### src/rtl/fetch_align.sv
`default_nettype none
// ============================================================================
// Module   : fetch_align
// Purpose  : Instruction-fetch aligner. Buffers halfwords from word reads and
//            emits one aligned 32-bit or 16-bit instruction per cycle plus its
//            sequential next PC. Compressed (RVC) support via FETCH_ALIGN_RVC_EN.
// Revision : 1.0
// ============================================================================
module fetch_align #(
    parameter int ADDR_W = 12
) (
    input  logic              clk,
    input  logic              rst,
    input  logic              redirect,
    input  logic [ADDR_W-1:0] redirect_pc,
    input  logic              stall,
    output logic              imem_en,
    output logic [ADDR_W-3:0] imem_addr,
    input  logic [31:0]       imem_rdata,
    output logic [31:0]       inst,
    output logic              inst_valid,
    output logic              inst_is_c,
    output logic [ADDR_W-1:0] inst_pc,
    output logic [ADDR_W-1:0] next_pc
);

    localparam logic [ADDR_W-1:0] c_INC_C    = ADDR_W'(2);
    localparam logic [ADDR_W-1:0] c_INC_W    = ADDR_W'(4);
    localparam logic [ADDR_W-3:0] c_FPTR_ONE = (ADDR_W-2)'(1);

    logic [ADDR_W-3:0] r_fptr;
    logic [ADDR_W-1:0] r_opc;
    logic [15:0]       r_q [4];
    logic [2:0]        r_count;
    logic              r_pending;
    logic              r_drop_lo;

    logic              w_head_c;
    logic              w_valid_raw;
    logic              w_pop;
    logic [2:0]        w_npop;
    logic [2:0]        w_cnt_after;
    logic [2:0]        w_cnt_next;
    logic [3:0]        w_demand;
    logic [15:0]       w_q_next [4];
    logic [ADDR_W-1:0] w_tgt_pc;
    logic              w_tgt_drop;
    logic              w_unused_pc_bits;

`ifdef FETCH_ALIGN_RVC_EN
    assign w_head_c   = (r_q[0][1:0] != 2'b11);
    assign w_tgt_pc   = {redirect_pc[ADDR_W-1:1], 1'b0};
    assign w_tgt_drop = redirect_pc[1];
`else
    assign w_head_c   = 1'b0;
    assign w_tgt_pc   = {redirect_pc[ADDR_W-1:2], 2'b00};
    assign w_tgt_drop = 1'b0;
`endif
    assign w_unused_pc_bits = ^redirect_pc[1:0];

    assign w_valid_raw = w_head_c ? (r_count != 3'd0) : (r_count >= 3'd2);
    assign inst_valid  = w_valid_raw && !redirect;
    assign inst_is_c   = w_valid_raw && w_head_c;
    assign inst        = w_head_c ? {16'h0000, r_q[0]} : {r_q[1], r_q[0]};
    assign inst_pc     = r_opc;
    assign next_pc     = r_opc + (inst_is_c ? c_INC_C : c_INC_W);
    assign imem_addr   = r_fptr;

    assign w_pop       = inst_valid && !stall;
    assign w_npop      = !w_pop ? 3'd0 : (w_head_c ? 3'd1 : 3'd2);
    assign w_cnt_after = r_count - w_npop;
    // Occupancy once the in-flight word lands must leave room for one more word.
    assign w_demand    = {1'b0, w_cnt_after} + {2'b00, r_pending, 1'b0};
    assign imem_en     = !rst && !redirect && (w_demand <= 4'd2);

    always_comb begin
        for (int i = 0; i < 4; i++) begin
            w_q_next[i] = r_q[i];
        end
        w_cnt_next = w_cnt_after;
        case (w_npop)
            3'd1: begin
                w_q_next[0] = r_q[1];
                w_q_next[1] = r_q[2];
                w_q_next[2] = r_q[3];
            end
            3'd2: begin
                w_q_next[0] = r_q[2];
                w_q_next[1] = r_q[3];
            end
            default: ;
        endcase
        if (r_pending) begin
            if (!r_drop_lo) begin
                w_q_next[w_cnt_next[1:0]] = imem_rdata[15:0];
                w_cnt_next                = w_cnt_next + 3'd1;
            end
            w_q_next[w_cnt_next[1:0]] = imem_rdata[31:16];
            w_cnt_next                = w_cnt_next + 3'd1;
        end
    end

    always_ff @(posedge clk) begin
        if (rst) begin
            r_fptr    <= '0;
            r_opc     <= '0;
            r_count   <= 3'd0;
            r_pending <= 1'b0;
            r_drop_lo <= 1'b0;
            for (int i = 0; i < 4; i++) begin
                r_q[i] <= 16'h0000;
            end
        end else if (redirect) begin
            // Any word returning next cycle belongs to the old stream and is dropped.
            r_count   <= 3'd0;
            r_pending <= 1'b0;
            r_fptr    <= redirect_pc[ADDR_W-1:2];
            r_opc     <= w_tgt_pc;
            r_drop_lo <= w_tgt_drop;
        end else begin
            for (int i = 0; i < 4; i++) begin
                r_q[i] <= w_q_next[i];
            end
            r_count   <= w_cnt_next;
            r_pending <= imem_en;
            if (r_pending) begin
                r_drop_lo <= 1'b0;
            end
            if (w_pop) begin
                r_opc <= next_pc;
            end
            if (imem_en) begin
                r_fptr <= r_fptr + c_FPTR_ONE;
            end
        end
    end

endmodule
`default_nettype wire

### config.mk
export PLATFORM = sky130hd
export DESIGN_NAME = fetch_align
export DESIGN_NICKNAME = d
export VERILOG_FILES = /design/src/rtl/fetch_align.sv
export SDC_FILE = /design/constraint.sdc
export NUM_CORES = 1
export LEC_CHECK = 0
export BUFFER_PORTS_ARGS = -buffer_cell sky130_fd_sc_hd__buf_2
export CAP_MARGIN = 5
export CELL_PAD_IN_SITES_DETAIL_PLACEMENT = 0
export CELL_PAD_IN_SITES_GLOBAL_PLACEMENT = 1
export CORE_ASPECT_RATIO = 0.6
export CORE_MARGIN = 8
export CORE_UTILIZATION = 30
export DETAILED_ROUTE_END_ITERATION = 12
export GPL_TIMING_DRIVEN = 0
export MAX_ROUTING_LAYER = met4
export PLACE_DENSITY_LB_ADDON = 0.05
export SETUP_SLACK_MARGIN = 0.3
export SYNTH_ARGS = -nofsm -noshare
export SYNTH_HDL_FRONTEND = slang
export SYNTH_SLANG_ARGS = --single-unit
### constraint.sdc
create_clock -name clk -period 5 [get_ports clk]
set_clock_uncertainty 0.05 [all_clocks]
set_input_delay 1 -clock clk [delete_from_list [all_inputs] [get_ports clk]]
set_output_delay 1 -clock clk [all_outputs]
set_load 0.02 [all_outputs]
### After elaboration in Yosys (flattened, before gate mapping)

Memories as Yosys holds them, arrays and structs flattened.
Cells that the tools add are included.

* register bits: 26
* RAM bits: 64
* output and inout port bits: 69
* memories: 1
* input port bits: 48
* logic and storage cells: 64

* reductions and logical operators: 12
* $add $sub $neg: 6
* multiplexer cells: 26
* bitwise gates (word level): 6
* equal/unequal tests: 2
* $lt $le $gt $ge: 6

Memories
* r_q: depth 4, bits a word 16, read ports 4, clocked after Yosys merged registers in 0, write ports 4, line 33 `logic [15:0] r_q [4];`

Operator list (count)
* bitwise mux 64 bit: 2
* 2-to-1 mux 64 bit: 2
* 2-to-1 mux 16 bit: 7
* demux 16 bit (select 2 bit): 2
* one-hot mux 32 bit (2 select lines): 1
* 2-to-1 mux 12 bit: 2
* 2-to-1 mux 10 bit: 2
* adder 12 x 3 -> 12 bit (second input constant): 1
* adder 10 x 1 -> 10 bit (second input constant): 1
* adder 3 x 1 -> 3 bit (second input constant): 2
* greater-or-equal comparator 3 bit (second input constant): 2
* logical AND 1 bit: 6
* < comparator 3 x 1 -> 1 bit (second input constant): 2
* 2-to-1 mux 3 bit: 2
* inverter 2 -> 3 bit: 2
* 2-to-1 mux 1 bit: 5
* adder 3 x 2 -> 4 bit: 1
* <= comparator 4 x 2 -> 1 bit (second input constant): 1
* bitwise OR 1 bit: 4
* nonzero test 2 bit: 2
* equality test 3 x 1 -> 1 bit (second input constant): 1
* equality test 3 x 2 -> 1 bit (second input constant): 1
* greater-or-equal comparator 3 x 2 -> 1 bit (second input constant): 1
* logical NOT 1 bit: 3
* other kinds (3): 3

### Longest topological paths before layout

* word-level depth: 15
* gate-level depth with buffers: 13
* gate-level depth less buffers: 10

### Worst setup path before layout

OpenSTA, ideal clock, no wires.

* path type: input to output
* from: input redirect
* to: output imem_en
* data required time: 3.950 ns
* path buffers: 4
* arrival time: 3.729 ns
* setup slack: 0.221 ns
* stages on the path: 11
* cell sequence: buf_2 -> nor3_2 -> buf_2 -> ha_1 -> nor2b_1 -> clkbuf_1 -> buf_1 -> ha_1 -> nor3_1 -> nor2_1 -> nor2_1

* longest elaborated chain between the ends: 8
* elaborated cells between the ends (all ways): 9
* classes of those cells: add/sub (2); order compare (1); mux (1); reduce/logical (5)

RTL lines
* start: declaration: line 14 `input logic redirect,`
* logical NOT 1 bit (*): line 62, 74
* logical AND 1 bit: line 62 `assign inst_valid = w_valid_raw && !redirect;`
* logical AND 1 bit: line 69 `assign w_pop = inst_valid && !stall;`
* 2-to-1 mux 2 bit: line 70 `assign w_npop = !w_pop ? 3'd0 : (w_head_c ? 3'd1 : 3'd2);`
* subtractor 3 x 2 -> 3 bit: line 71 `assign w_cnt_after = r_count - w_npop;`
* adder 3 x 2 -> 4 bit: line 73 `assign w_demand = {1'b0, w_cnt_after} + {2'b00, r_pending, 1'b0};`
* <= comparator 4 x 2 -> 1 bit: line 74 `assign imem_en = !rst && !redirect && (w_demand <= 4'd2);`
* logical AND 1 bit (*): line 74
* end: declaration: line 17 `output logic imem_en,`

Mark *: on every way between the ends. The rest lies on a longest branch, timed or not.

### Worst setup path after layout

Same ends and word-level chain as after synthesis.

==> flow_metrics.tcl <==
set metrics [dict create \
    synth_edf_count 64 \
    cts_hold_buffers 0 \
    synthDistinctLibCells 58 \
    synth.top_cell.area_share 0.415 \
    vdd.ir_drop.worst_uv 145 \
    worstPathRequired_ns 3.95 \
    firstDrtPassIters 4 \
    fraction_of_the_yosys_area_taken_by_sequential_cells 0.514 \
    postLayoutSetupSlackWorst_ns 0.550 \
    detail_route.drc_violations 0 \
    timing.setup.critical_path_class "in2out" \
    critical_path_peak_fanout 10 \
    place_worst_setup_slack_ns -0.601 \
    initial_core_util 0.304 \
    async_reset_ff_frac 0 \
    ctsLongestPathBuffers 2 \
    multi_input_comb_area_sq_um 2050 \
    post_route_cells_drive_above_1_share 0.275 \
    ctsHtreeMaxLevel 3 \
    gp_congestion 0.789 \
    total_leakage_power_nw 2.26 \
    die-height_microns 112 \
    setup_repair_after_global_routing_missed_its_margin "no" \
    tightest_slew_ns 0.817 \
    finalMaxSlewViolations 0 \
    layout.filler_cells 1572 \
    critical_path.endpoint_type "primary output" \
    critPathArrivalTime_ns 3.40 \
    most-common-layout-cells "sky130_fd_sc_hd__buf_2, sky130_fd_sc_hd__nor2_1, sky130_fd_sc_hd__edfxtp_1, sky130_fd_sc_hd__a22oi_1, sky130_fd_sc_hd__mux2i_1" \
    synthesis.instances 443 \
    areaGrowthSynthToFinish_pct 25.7 \
    placement.io_buffers 108 \
    total_power_mw 1.89 \
    insertion_delay_ns 0.34 \
    global_route_overflow 0 \
    outcome "completed" \
    dp.cells 759 \
    final_wirelength_mm 15.5 \
    placement_rows 35 \
    post_layout_nonfiller_instances 777 \
    final_nets 623 \
    max_clock_freq_mhz 225 \
    regArea_sq_um 2380 \
    max_cap_violations 0 \
    final_common_cell "sky130_fd_sc_hd__buf_2" \
    cts.root.buffer_cell "sky130_fd_sc_hd__clkbuf_16" \
    setup.worst_path.start_class "primary input" \
    antenna_cells 0 \
    rrSetupSlack_ns 1.46 \
    synth-main-ff-cell "sky130_fd_sc_hd__edfxtp_1" \
    holdCritPathClass "reg2reg" \
    routed_wire_length_per_instance_microns 20.0 \
    core_area_sq_um 15200 \
    syn-mean-instance-area_sq_um 10.5 \
    wire_length_of_the_first_global_routing_pass_mm 24.1 \
    number_of_buffers_created_by_cts 9 \
    yosys.area.top_type "sky130_fd_sc_hd__edfxtp_1" \
    final-hold-violation-count 0 \
    num_io_pins 117 \
    drt.antenna.violating_nets 0 \
    drtIter0Drc 271 \
    grt_antenna_before_repair 0 \
    die_width_microns 176 \
    synth_top_cells_by_area "sky130_fd_sc_hd__edfxtp_1, sky130_fd_sc_hd__dfxtp_1, sky130_fd_sc_hd__mux2i_1" \
    viasPerCell 5.13 \
    numClockSinks 87 \
    route.vias.total 3987 \
    global_route.usage.total 0.160 \
    cellPowerDensity_nw_per_um2 325 \
    count_of_warnings_emitted_by_yosys 0 \
    final-setup-viol-count 0 \
    grt_max_degree 33 \
    synth.cell_area_sq_um 4630 \
    clock_pin_transition_on_the_worst_setup_and_hold_timing_paths_ns 0.07 \
    grt_pass1_vias 4015 \
    design.die.area_sq_um 19800 \
    period_needed_ns 4.45 \
    tritoncts "done" \
    ys_ff_latch 87 \
    place.detailed.hpwl_mm 11.2 \
    post-route-period-util 0.890 \
    worst_slew_margin_rel 0.455 \
]
==> cell usage after synthesis, types with 2 or more instances <==
master,count
sky130_fd_sc_hd__buf_4,8
sky130_fd_sc_hd__buf_1,2
sky130_fd_sc_hd__or3b_1,2
sky130_fd_sc_hd__buf_2,5
sky130_fd_sc_hd__and2_1,2
sky130_fd_sc_hd__nor3_1,7
sky130_fd_sc_hd__edfxtp_1,64
sky130_fd_sc_hd__o2111a_1,2
sky130_fd_sc_hd__o311ai_0,2
sky130_fd_sc_hd__a2111oi_1,3
sky130_fd_sc_hd__a22oi_1,38
sky130_fd_sc_hd__and3_1,5
sky130_fd_sc_hd__nor2_1,83
sky130_fd_sc_hd__a21boi_0,2
sky130_fd_sc_hd__o221ai_1,2
sky130_fd_sc_hd__o211ai_1,2
sky130_fd_sc_hd__inv_1,13
sky130_fd_sc_hd__o22ai_1,4
sky130_fd_sc_hd__o21ai_0,2
sky130_fd_sc_hd__xnor2_1,6
sky130_fd_sc_hd__nand2_1,14
sky130_fd_sc_hd__a2111oi_0,3
sky130_fd_sc_hd__a211oi_1,32
sky130_fd_sc_hd__nand3_1,7
sky130_fd_sc_hd__a21oi_1,6
sky130_fd_sc_hd__xor2_1,3
sky130_fd_sc_hd__ha_1,5
sky130_fd_sc_hd__or2_2,3
sky130_fd_sc_hd__o21a_1,2
sky130_fd_sc_hd__and4_1,4
sky130_fd_sc_hd__nand4_1,2
sky130_fd_sc_hd__a21o_1,4
sky130_fd_sc_hd__clkbuf_1,24
sky130_fd_sc_hd__o21ai_1,2
sky130_fd_sc_hd__mux2i_1,33
sky130_fd_sc_hd__dfxtp_1,23
==> logic make-up (layout without fill, tap and decap cells) <==
family,after synthesis,after routing,synth area share
other cells,1,5,0.000810
buf+inv,53,180,0.0508
compound gates,117,117,0.193
flops,87,87,0.514
mux,33,33,0.0713
simple gates,136,136,0.132
xor+xnor,11,11,0.0241
fa+ha+maj,5,5,0.0135
==> sequential cells by signal (all words and copies together) (netlist names) <==
register / count
r_q: 64
imem_addr: 10
inst_pc: 10
r_count: 2
r_pending: 1
==> metal layers <==
layer | global-route usage | wire [microns] | up-vias
met5 | - | 0 | -
met3 | 0.0318 | 841 | 9
met1 | 0.246 | 8400 | 1931
met2 | 0.205 | 6170 | 131
met4 | 0.0351 | 110 | 0
li1 | - | - | 1916
==> layout make-up <==
| cell class | instances | share of cell area |
|---|---|---|
| clock inverter | 6 | 0.0123 |
| inverter | 14 | 0.00903 |
| sequential | 87 | 0.409 |
| multi-input combinational | 307 | 0.353 |
| clock buffer | 9 | 0.0387 |
| buffer | 39 | 0.0327 |
| tap | 203 | 0.0436 |
| timing repair buffer | 112 | 0.101 |
==> path summary, 6_finish.rpt <==
| check | from | end | cells past startpoint |
|---|---|---|---|
| setup reg to reg | r_count[2] | imem_addr[5] | 12 |
| setup / recovery | redirect | imem_en | 12 |
| hold / removal | inst_pc[3] | inst_pc[3] | 2 |
| hold reg to reg | inst_pc[3] | inst_pc[3] | 2 |
==> repair_timing <==
action | 4_1_cts | 5_1_grt
endpoints found under the setup margin | 1 | 1
gates resized for setup | 6 | 1
setup buffers | 1 | 2
pin swaps | 1 | 1
==> critical path, cell delays in order <==
cell	delay (ns)
sky130_fd_sc_hd__buf_2	0.18
sky130_fd_sc_hd__nor3_4	0.19
sky130_fd_sc_hd__buf_4	0.22
sky130_fd_sc_hd__ha_1	0.33
sky130_fd_sc_hd__nor2b_1	0.13
sky130_fd_sc_hd__clkbuf_2	0.22
sky130_fd_sc_hd__buf_4	0.22
sky130_fd_sc_hd__ha_1	0.29
sky130_fd_sc_hd__nor3_4	0.23
sky130_fd_sc_hd__nor2_2	0.08
sky130_fd_sc_hd__nor2_2	0.14
sky130_fd_sc_hd__buf_2	0.18
==> where the power goes <==
part | internal [mW] | switching [mW] | total [mW]
registers | 0.831 | 0.0387 | 0.870
logic | 0.110 | 0.224 | 0.334
clock network | 0.388 | 0.299 | 0.688
==> metrics by stage <==
stage / hold WS [ns] / area, sq um / setup TNS [ns] / utilization
final: 0.476 / 5820 / 0 / 0.382
after global routing: 0.518 / 5820 / 0 / 0.382
after CTS: 0.465 / 5800 / 0 / 0.381
after detailed placement: 0.452 / 5480 / -0.601 / 0.360
after global placement: 0.448 / 5450 / -0.578 / 0.357
after floorplan: 0.514 / 4650 / 0 / -
Note: power is estimated with default switching activity, not from simulation.
